## src/rtl/pipe_stage_skid_pkg.sv

```systemverilog
// Shared definitions for the generic pipeline stage register: state encodings,
// the NOP instruction and per-stage payload packing widths/offsets.
package pipe_stage_skid_pkg;

  typedef enum logic [1:0] {
    ST_EMPTY = 2'd0,
    ST_ONE   = 2'd1,
    ST_TWO   = 2'd2
  } state_t;

  localparam logic [31:0] INST_NOP = 32'h0000_0013;

  // IF/ID payload: {instaddr, inst}
  localparam int unsigned IFID_INST_LSB = 0;
  localparam int unsigned IFID_ADDR_LSB = 32;
  localparam int unsigned IFID_W        = 64;

  // ID/EX payload: {rd_addr, wen, op2, op1, instaddr, inst}
  localparam int unsigned IDEX_INST_LSB = 0;
  localparam int unsigned IDEX_ADDR_LSB = 32;
  localparam int unsigned IDEX_OP1_LSB  = 64;
  localparam int unsigned IDEX_OP2_LSB  = 96;
  localparam int unsigned IDEX_WEN_LSB  = 128;
  localparam int unsigned IDEX_RD_LSB   = 129;
  localparam int unsigned IDEX_W        = 134;

endpackage

```

## src/rtl/pipe_stage_skid_dffl.sv

```systemverilog
// Parametrised-width flop with load enable and asynchronous active-high reset.
module gnrl_dffl_ar #(
  parameter int unsigned     DW      = 1,
  parameter logic [DW-1:0]   RST_VAL = '0
) (
  input  logic          clk,
  input  logic          rst,
  input  logic          lden,
  input  logic [DW-1:0] dnxt,
  output logic [DW-1:0] qout
);

  always_ff @(posedge clk or posedge rst) begin
    if (rst)       qout <= RST_VAL;
    else if (lden) qout <= dnxt;
  end

endmodule

```

## src/rtl/pipe_stage_skid.sv

```systemverilog
// Generic valid/ready pipeline stage register with optional 2-entry skid buffer,
// ctrl hold, synchronous flush and NOP payload when empty.
module pipe_stage_skid
  import pipe_stage_skid_pkg::*;
#(
  parameter int unsigned         DATA_W  = 96,
  parameter logic [DATA_W-1:0]   NOP_VAL = DATA_W'(INST_NOP),
  parameter int unsigned         SKID_EN = 1
) (
  input  logic              clk,
  input  logic              rst,
  input  logic              s_valid,
  output logic              s_ready,
  input  logic [DATA_W-1:0] s_data,
  output logic              m_valid,
  input  logic              m_ready,
  output logic [DATA_W-1:0] m_data,
  input  logic              hold_i,
  input  logic              flush_i,
  output logic [1:0]        occ_o
);

  logic [1:0]        state_raw;
  state_t            state_q, state_nxt;
  logic [DATA_W-1:0] main_q, main_nxt, skid_q;
  logic              accept, rel, upd;

  assign state_q = state_t'(state_raw);
  assign occ_o   = state_raw;
  assign m_data  = main_q;
  assign m_valid = (state_q != ST_EMPTY) & ~hold_i;

  generate
    if (SKID_EN != 0) begin : g_sready_skid
      assign s_ready = (state_q != ST_TWO) & ~hold_i;
    end else begin : g_sready_pass
      assign s_ready = ((state_q == ST_EMPTY) | m_ready) & ~hold_i;
    end
  endgenerate

  // hold already gates s_ready/m_valid, so accept/rel are zero while held
  assign accept = s_valid & s_ready;
  assign rel    = m_valid & m_ready;
  assign upd    = flush_i | accept | rel;

  always_comb begin
    state_nxt = state_q;
    main_nxt  = main_q;
    if (flush_i) begin
      state_nxt = ST_EMPTY;
      main_nxt  = NOP_VAL;
    end else begin
      case (state_q)
        ST_EMPTY: if (accept) begin
          state_nxt = ST_ONE;
          main_nxt  = s_data;
        end
        ST_ONE: begin
          if (accept && rel) begin
            main_nxt = s_data;
          end else if (accept && (SKID_EN != 0)) begin
            state_nxt = ST_TWO;
          end else if (rel) begin
            state_nxt = ST_EMPTY;
            main_nxt  = NOP_VAL;
          end
        end
        ST_TWO: if (rel) begin
          state_nxt = ST_ONE;
          main_nxt  = skid_q;
        end
        default: begin
          state_nxt = ST_EMPTY;
          main_nxt  = NOP_VAL;
        end
      endcase
    end
  end

  gnrl_dffl_ar #(.DW(2), .RST_VAL(ST_EMPTY)) u_state (
    .clk(clk), .rst(rst), .lden(upd), .dnxt(state_nxt), .qout(state_raw)
  );

  gnrl_dffl_ar #(.DW(DATA_W), .RST_VAL(NOP_VAL)) u_main (
    .clk(clk), .rst(rst), .lden(upd), .dnxt(main_nxt), .qout(main_q)
  );

  generate
    if (SKID_EN != 0) begin : g_skid
      logic [DATA_W-1:0] skid_nxt;

      always_comb begin
        skid_nxt = skid_q;
        if (flush_i)
          skid_nxt = NOP_VAL;
        else if ((state_q == ST_ONE) && accept && !rel)
          skid_nxt = s_data;
        else if ((state_q == ST_TWO) && rel)
          skid_nxt = NOP_VAL;
      end

      gnrl_dffl_ar #(.DW(DATA_W), .RST_VAL(NOP_VAL)) u_skid (
        .clk(clk), .rst(rst), .lden(upd), .dnxt(skid_nxt), .qout(skid_q)
      );
    end else begin : g_noskid
      assign skid_q = NOP_VAL;
    end
  endgenerate

  occ_legal: assert property (@(posedge clk) disable iff (rst) occ_o != 2'd3);

endmodule

```

## config.mk

```make
export PLATFORM = sky130hd
export DESIGN_NAME = pipe_stage_skid
export DESIGN_NICKNAME = d
export VERILOG_FILES = /design/src/rtl/pipe_stage_skid_pkg.sv /design/src/rtl/pipe_stage_skid_dffl.sv /design/src/rtl/pipe_stage_skid.sv
export SDC_FILE = /design/constraint.sdc
export NUM_CORES = 1
export LEC_CHECK = 0
export BUFFER_PORTS_ARGS = -buffer_cell sky130_fd_sc_hd__buf_2
export CAP_MARGIN = 20
export CORE_MARGIN = 1.5
export CORE_UTILIZATION = 50
export DETAILED_ROUTE_END_ITERATION = 16
export MAX_ROUTING_LAYER = met4
export PLACE_DENSITY = 0.71
export SLEW_MARGIN = 20
export SYNTH_ARGS = -nofsm -noshare
export SYNTH_HDL_FRONTEND = slang
export SYNTH_HIERARCHICAL = 1
export SYNTH_SLANG_ARGS = --single-unit
```

## constraint.sdc

```tcl
create_clock -name clk -period 6.7 [get_ports clk]
set_input_delay 1.34 -clock clk [delete_from_list [all_inputs] [get_ports clk]]
set_output_delay 1.34 -clock clk [all_outputs]
set_load 0.03 [all_outputs]
```

* Yosys cells after proc, flatten, opt, wreduce, memory -nomap -nowiden
Index checks and enable logic that the tools add are counted.
Storage, ports and cells: flip-flop bits (word level) 194, word-level logic and storage cells 47
Operators by class: equal/unequal tests 9, bitwise gates (word level) 7, mux-type cells 17, reductions and logical operators 11
Operator list (number):
- $mux 96 | 9
- $pmux 96 s3 | 1
- $mux 2 | 6
- $ne 4x4->1 const B | 3
- $reduce_and 5->1 | 2
- $ne 3x3->1 const B | 3
- $pmux 2 s3 | 1
- $and 1x1->1 | 4
- $logic_and 1x1->1 | 4
- $reduce_bool 3->1 | 1
- $eq 2x1->1 const B | 1
- $eq 2x2->1 const B | 1
- $logic_not 2->1 | 1
- $ne 2x2->1 const B | 1
- $or 1x1->1 | 2
- $reduce_and 2->1 | 1
- $reduce_bool 2->1 | 1
- $logic_not 1->1 | 1
- $not 1->1 | 1

* Longest topological paths before layout
word-level depth 8, mapped depth 9, mapped depth without buffers 5

* By module
Netlist, hierarchy kept.
By module, submodules not included:
- gnrl_dffl_ar (g_skid.u_skid ...) | area an instance 3772.4 sq um, instances 2, cells an instance 204
- pipe_stage_skid | area an instance 5905.7 sq um, instances 1, cells an instance 910
- gnrl_dffl_ar (u_state) | area an instance 76.3 sq um, instances 1, cells an instance 5

* Worst setup path after synthesis
OpenSTA, ideal clock, no wires.
path type in2out, start input hold_i, end output m_valid, path buffers 1, data arrival time 1907 ps, stages on the path 2, path slack 3453 ps, cell sequence buf_2 > nor2_1
Between the ends: longest elaborated chain between the ends 2
Ends and longest elaborated chain:
- from (decl) | RTL line pipe_stage_skid.sv:18 | input logic hold_i,
- $not 1->1 | RTL line pipe_stage_skid.sv:31 | assign m_valid = (state_q != ST_EMPTY) & ~hold_i;
- $and 1x1->1 | RTL line pipe_stage_skid.sv:31
- to (decl) | RTL line pipe_stage_skid.sv:15 | output logic m_valid,
No other way between the ends.

* Worst setup path after layout
start input m_ready, end register u_main.qout[39]
Between the ends: longest elaborated chain between the ends 5, elaborated cells between the ends (all ways) 10, those cells by class eq/ne: 3; mux: 3; bitwise: 2; reduce/logical: 2
Ends and longest elaborated chain:
- from (decl) | RTL line pipe_stage_skid.sv:16 | input logic m_ready,
- $and 1x1->1 | RTL line pipe_stage_skid.sv:43 | assign rel = m_valid & m_ready;
- $logic_and 1x1->1 | RTL line pipe_stage_skid.sv:59 | if (accept && rel) begin
- $mux 96 | RTL line pipe_stage_skid.sv:59
- $pmux 96 s3 | RTL line pipe_stage_skid.sv:53 | case (state_q)
- $mux 96 | RTL line pipe_stage_skid.sv:49 | if (flush_i) begin
- via main_nxt[39] | RTL line pipe_stage_skid.sv:25 | logic [DATA_W-1:0] main_q, main_nxt, skid_q;
- to (signal assigned) | RTL line pipe_stage_skid_dffl.sv:15 | else if (lden) qout <= dnxt;
- to (decl) | RTL line pipe_stage_skid_dffl.sv:10 | output logic [DW-1:0] qout
The timed path passes the listed nets, and every way through them passes these cells. A chain may end at the register's enable or synchronous reset.

==> metrics.txt <==
worst hold margin 0.539 ns; First DRT Iteration DRCs 958; critical path required time 7.08 ns; synthesized cell area ~0.014 mm2; Final Net Count 1534; H-Tree Level Count 4; clk buf depth 2; Fmax 0.255 GHz; Post-CTS Setup Inserts 0; crit start category primary input; Row Count 60; core area about 0.027 mm2; Relative slew margins 0.244; Min-Delay Endpoint g_skid.u_skid/qout[86]; syn_area_per_cell between 10 and 15 um2; port bufs 201; initial antenna violation count 4; Netlist cell types 33; post-DR wirelength/cell 20.9 um; r2r setup slk approximately 4 ns; min cycle time layout 3.92 ns; Worst Skew 0.0158 ns; most common cell after layout, fill and taps aside nand2_1; max-slew violations 0; syn nets roughly 1400; post-synthesis cell count roughly 1300; final worst path period share 0.585; first-pass GRT wire length 59.7 mm; Resize count post-CTS 0; VDD IR max around 0.13 mV; Seq/Total Area, Yosys 0.359; clk sinks roughly 190; final setup fails 0; reg2reg end g_skid.u_skid/qout[5]; Clk pin slew, worst setup/hold paths 0.07 ns; met2 GRT Util 0.442; critical path arrival approximately 4.3 ns; Final Hold Vio Count 0; Worst Tran Pin Value 1.13 ns; cts bufs inserted 17; Leak approximately 6.8 nW; RSZ-0062 raised after global routing no; clock root cell clkbuf_16; CTS tree yes; dpl ws about 2.4 ns; Filler Cell Count roughly 2400; Initial Utilization 0.506; setup TNS 0 ns; status complete, no violations; drt drc 0; CP endpoint kind flop; Hold Path Class flop to flop; max cap viols 0; Ports 202; reg2reg start u_state/qout[1]; vias in the first global route 11382; DIE HEIGHT 167 um; met1 usage 0.348; peak fanout along the critical path 62; crit path kind primary input to flop; drt via density roughly 6.3; layout cells sized above 1 0.374; largest net degree at the start of global routing 114; Cell Pwr Density 215 mW/mm2; Routed Antenna Nets 0; Top Usage Layer GRT met2; DR vias 11237; cells on worst reg2reg path 6; min-delay src g_skid.u_skid/qout[86]; grt total ovfl 0; Design Power ~0.0032 W; GRT Total Usage 0.273; area delta synth->final 11.1%; drt total wl between 30 and 40 mm; most frequent cells in the layout nand2_1, buf_2, mux2_2; hold depth 1; Yosys reg bits 194; GR Util met3 0.0499; First-pass DRT Iterations 7; DP HPWL 21.0 mm; Die W about 170 um; die area about 0.028 mm2; Synthesis Warnings 6; routability cong. 0.769; CTS Hold Bufs 0; final worst setup slack 2.78 ns; worst skew pair latency 0.44 ns
-- synth_stat cells --
| cell | instances | area [um2] |
|---|---|---|
| a21o_1 | 1 | 7.51 |
| buf_12 | 8 | 160 |
| dfrtp_1 | 188 | 4700 |
| buf_6 | 9 | 101 |
| nor3_2 | 2 | 20.0 |
| or3_1 | 1 | 6.26 |
| buf_4 | 11 | 82.6 |
| buf_1 | 10 | 37.5 |
| nand2b_4 | 1 | 13.8 |
| clkbuf_1 | 42 | 158 |
| buf_8 | 2 | 30.0 |
| and2_1 | 1 | 6.26 |
| mux2_1 | 16 | 180 |
| nor2_1 | 9 | 33.8 |
| o221ai_1 | 93 | 815 |
| o31ai_1 | 1 | 7.51 |
| buf_2 | 46 | 230 |
| nand2_1 | 289 | 1080 |
| nand2b_1 | 4 | 25.0 |
| a21oi_1 | 96 | 480 |
| o21ai_0 | 5 | 25.0 |
| dfstp_2 | 6 | 158 |
| nand3b_1 | 3 | 22.5 |
| mux2_2 | 191 | 2150 |
| a22oi_1 | 93 | 698 |
| and2_0 | 1 | 6.26 |
| a222oi_1 | 3 | 30.0 |
| clkbuf_2 | 1 | 5.00 |
| inv_1 | 4 | 15.0 |
| mux2_4 | 80 | 1200 |
| nor2b_1 | 4 | 25.0 |
| mux2i_1 | 99 | 991 |
| nand3_1 | 3 | 15.0 |
-- how the worst max path moves through the flow --
stage / start / end / cells after the start
after floorplan: rst / g_skid.u_skid/qout[10] / 1
after CTS: m_ready / u_main/qout[39] / 8
after detailed placement: m_ready / u_main/qout[39] / 8
final: m_ready / u_main/qout[39] / 8
after global placement: m_ready / u_main/qout[52] / 8
after global routing: m_ready / u_main/qout[43] / 8
-- power breakdown --
group          switching [W]  internal (W)
clock network       0.000486      0.000637
registers          0.0000874       0.00124
logic               0.000461      0.000318
total                0.00104       0.00220
-- cell families after synthesis --
family                 Yosys count  share of synthesized area
and+or+nand+nor                318                     0.0931
muxes                          386                      0.334
AOI/OAI and AO/OA              292                      0.153
buffers and inverters          133                     0.0606
DFF                            194                      0.359
-- worst max-delay path, stage by stage --
cell and delay (ns):
buf_2 0.20, nor2b_4 0.18, buf_4 0.60, and2_4 0.85, buf_4 0.54, a22oi_1 0.14, o221ai_1 0.24, mux2_2 0.18
-- cell type report --
cell class	instances	area, um2	area share
tap	341	427	0.0284
antenna	4	10.0	0.000666
sequential	194	4860	0.324
timing repair buffer	219	1170	0.0776
multi-input combinational	996	7920	0.527
clock inverter	12	178	0.0118
clock buffer	19	443	0.0295
inverter	4	20.0	0.00133
-- state kept, by name, summed over array words and instances (netlist names) --
signal and flops:
g_skid.u_skid/qout 96, u_state/qout 2, u_main/qout 96
-- stage by stage --
stage	util	cells	cell area [um2]
final	0.562	1789	15000
after global routing	0.562	1789	15000
after CTS	0.562	1785	15000
after detailed placement	0.539	1754	14400
after global placement	0.539	1754	14400
after floorplan	-	1323	13500
-- layer usage --
metal	share of wire	vias to the layer above
met4	0.014	0
met2	0.48	418
li1	-	5104
met3	0.064	49
met1	0.44	5666
met5	0	-
No activity file was read; power rests on OpenSTA's default activity.
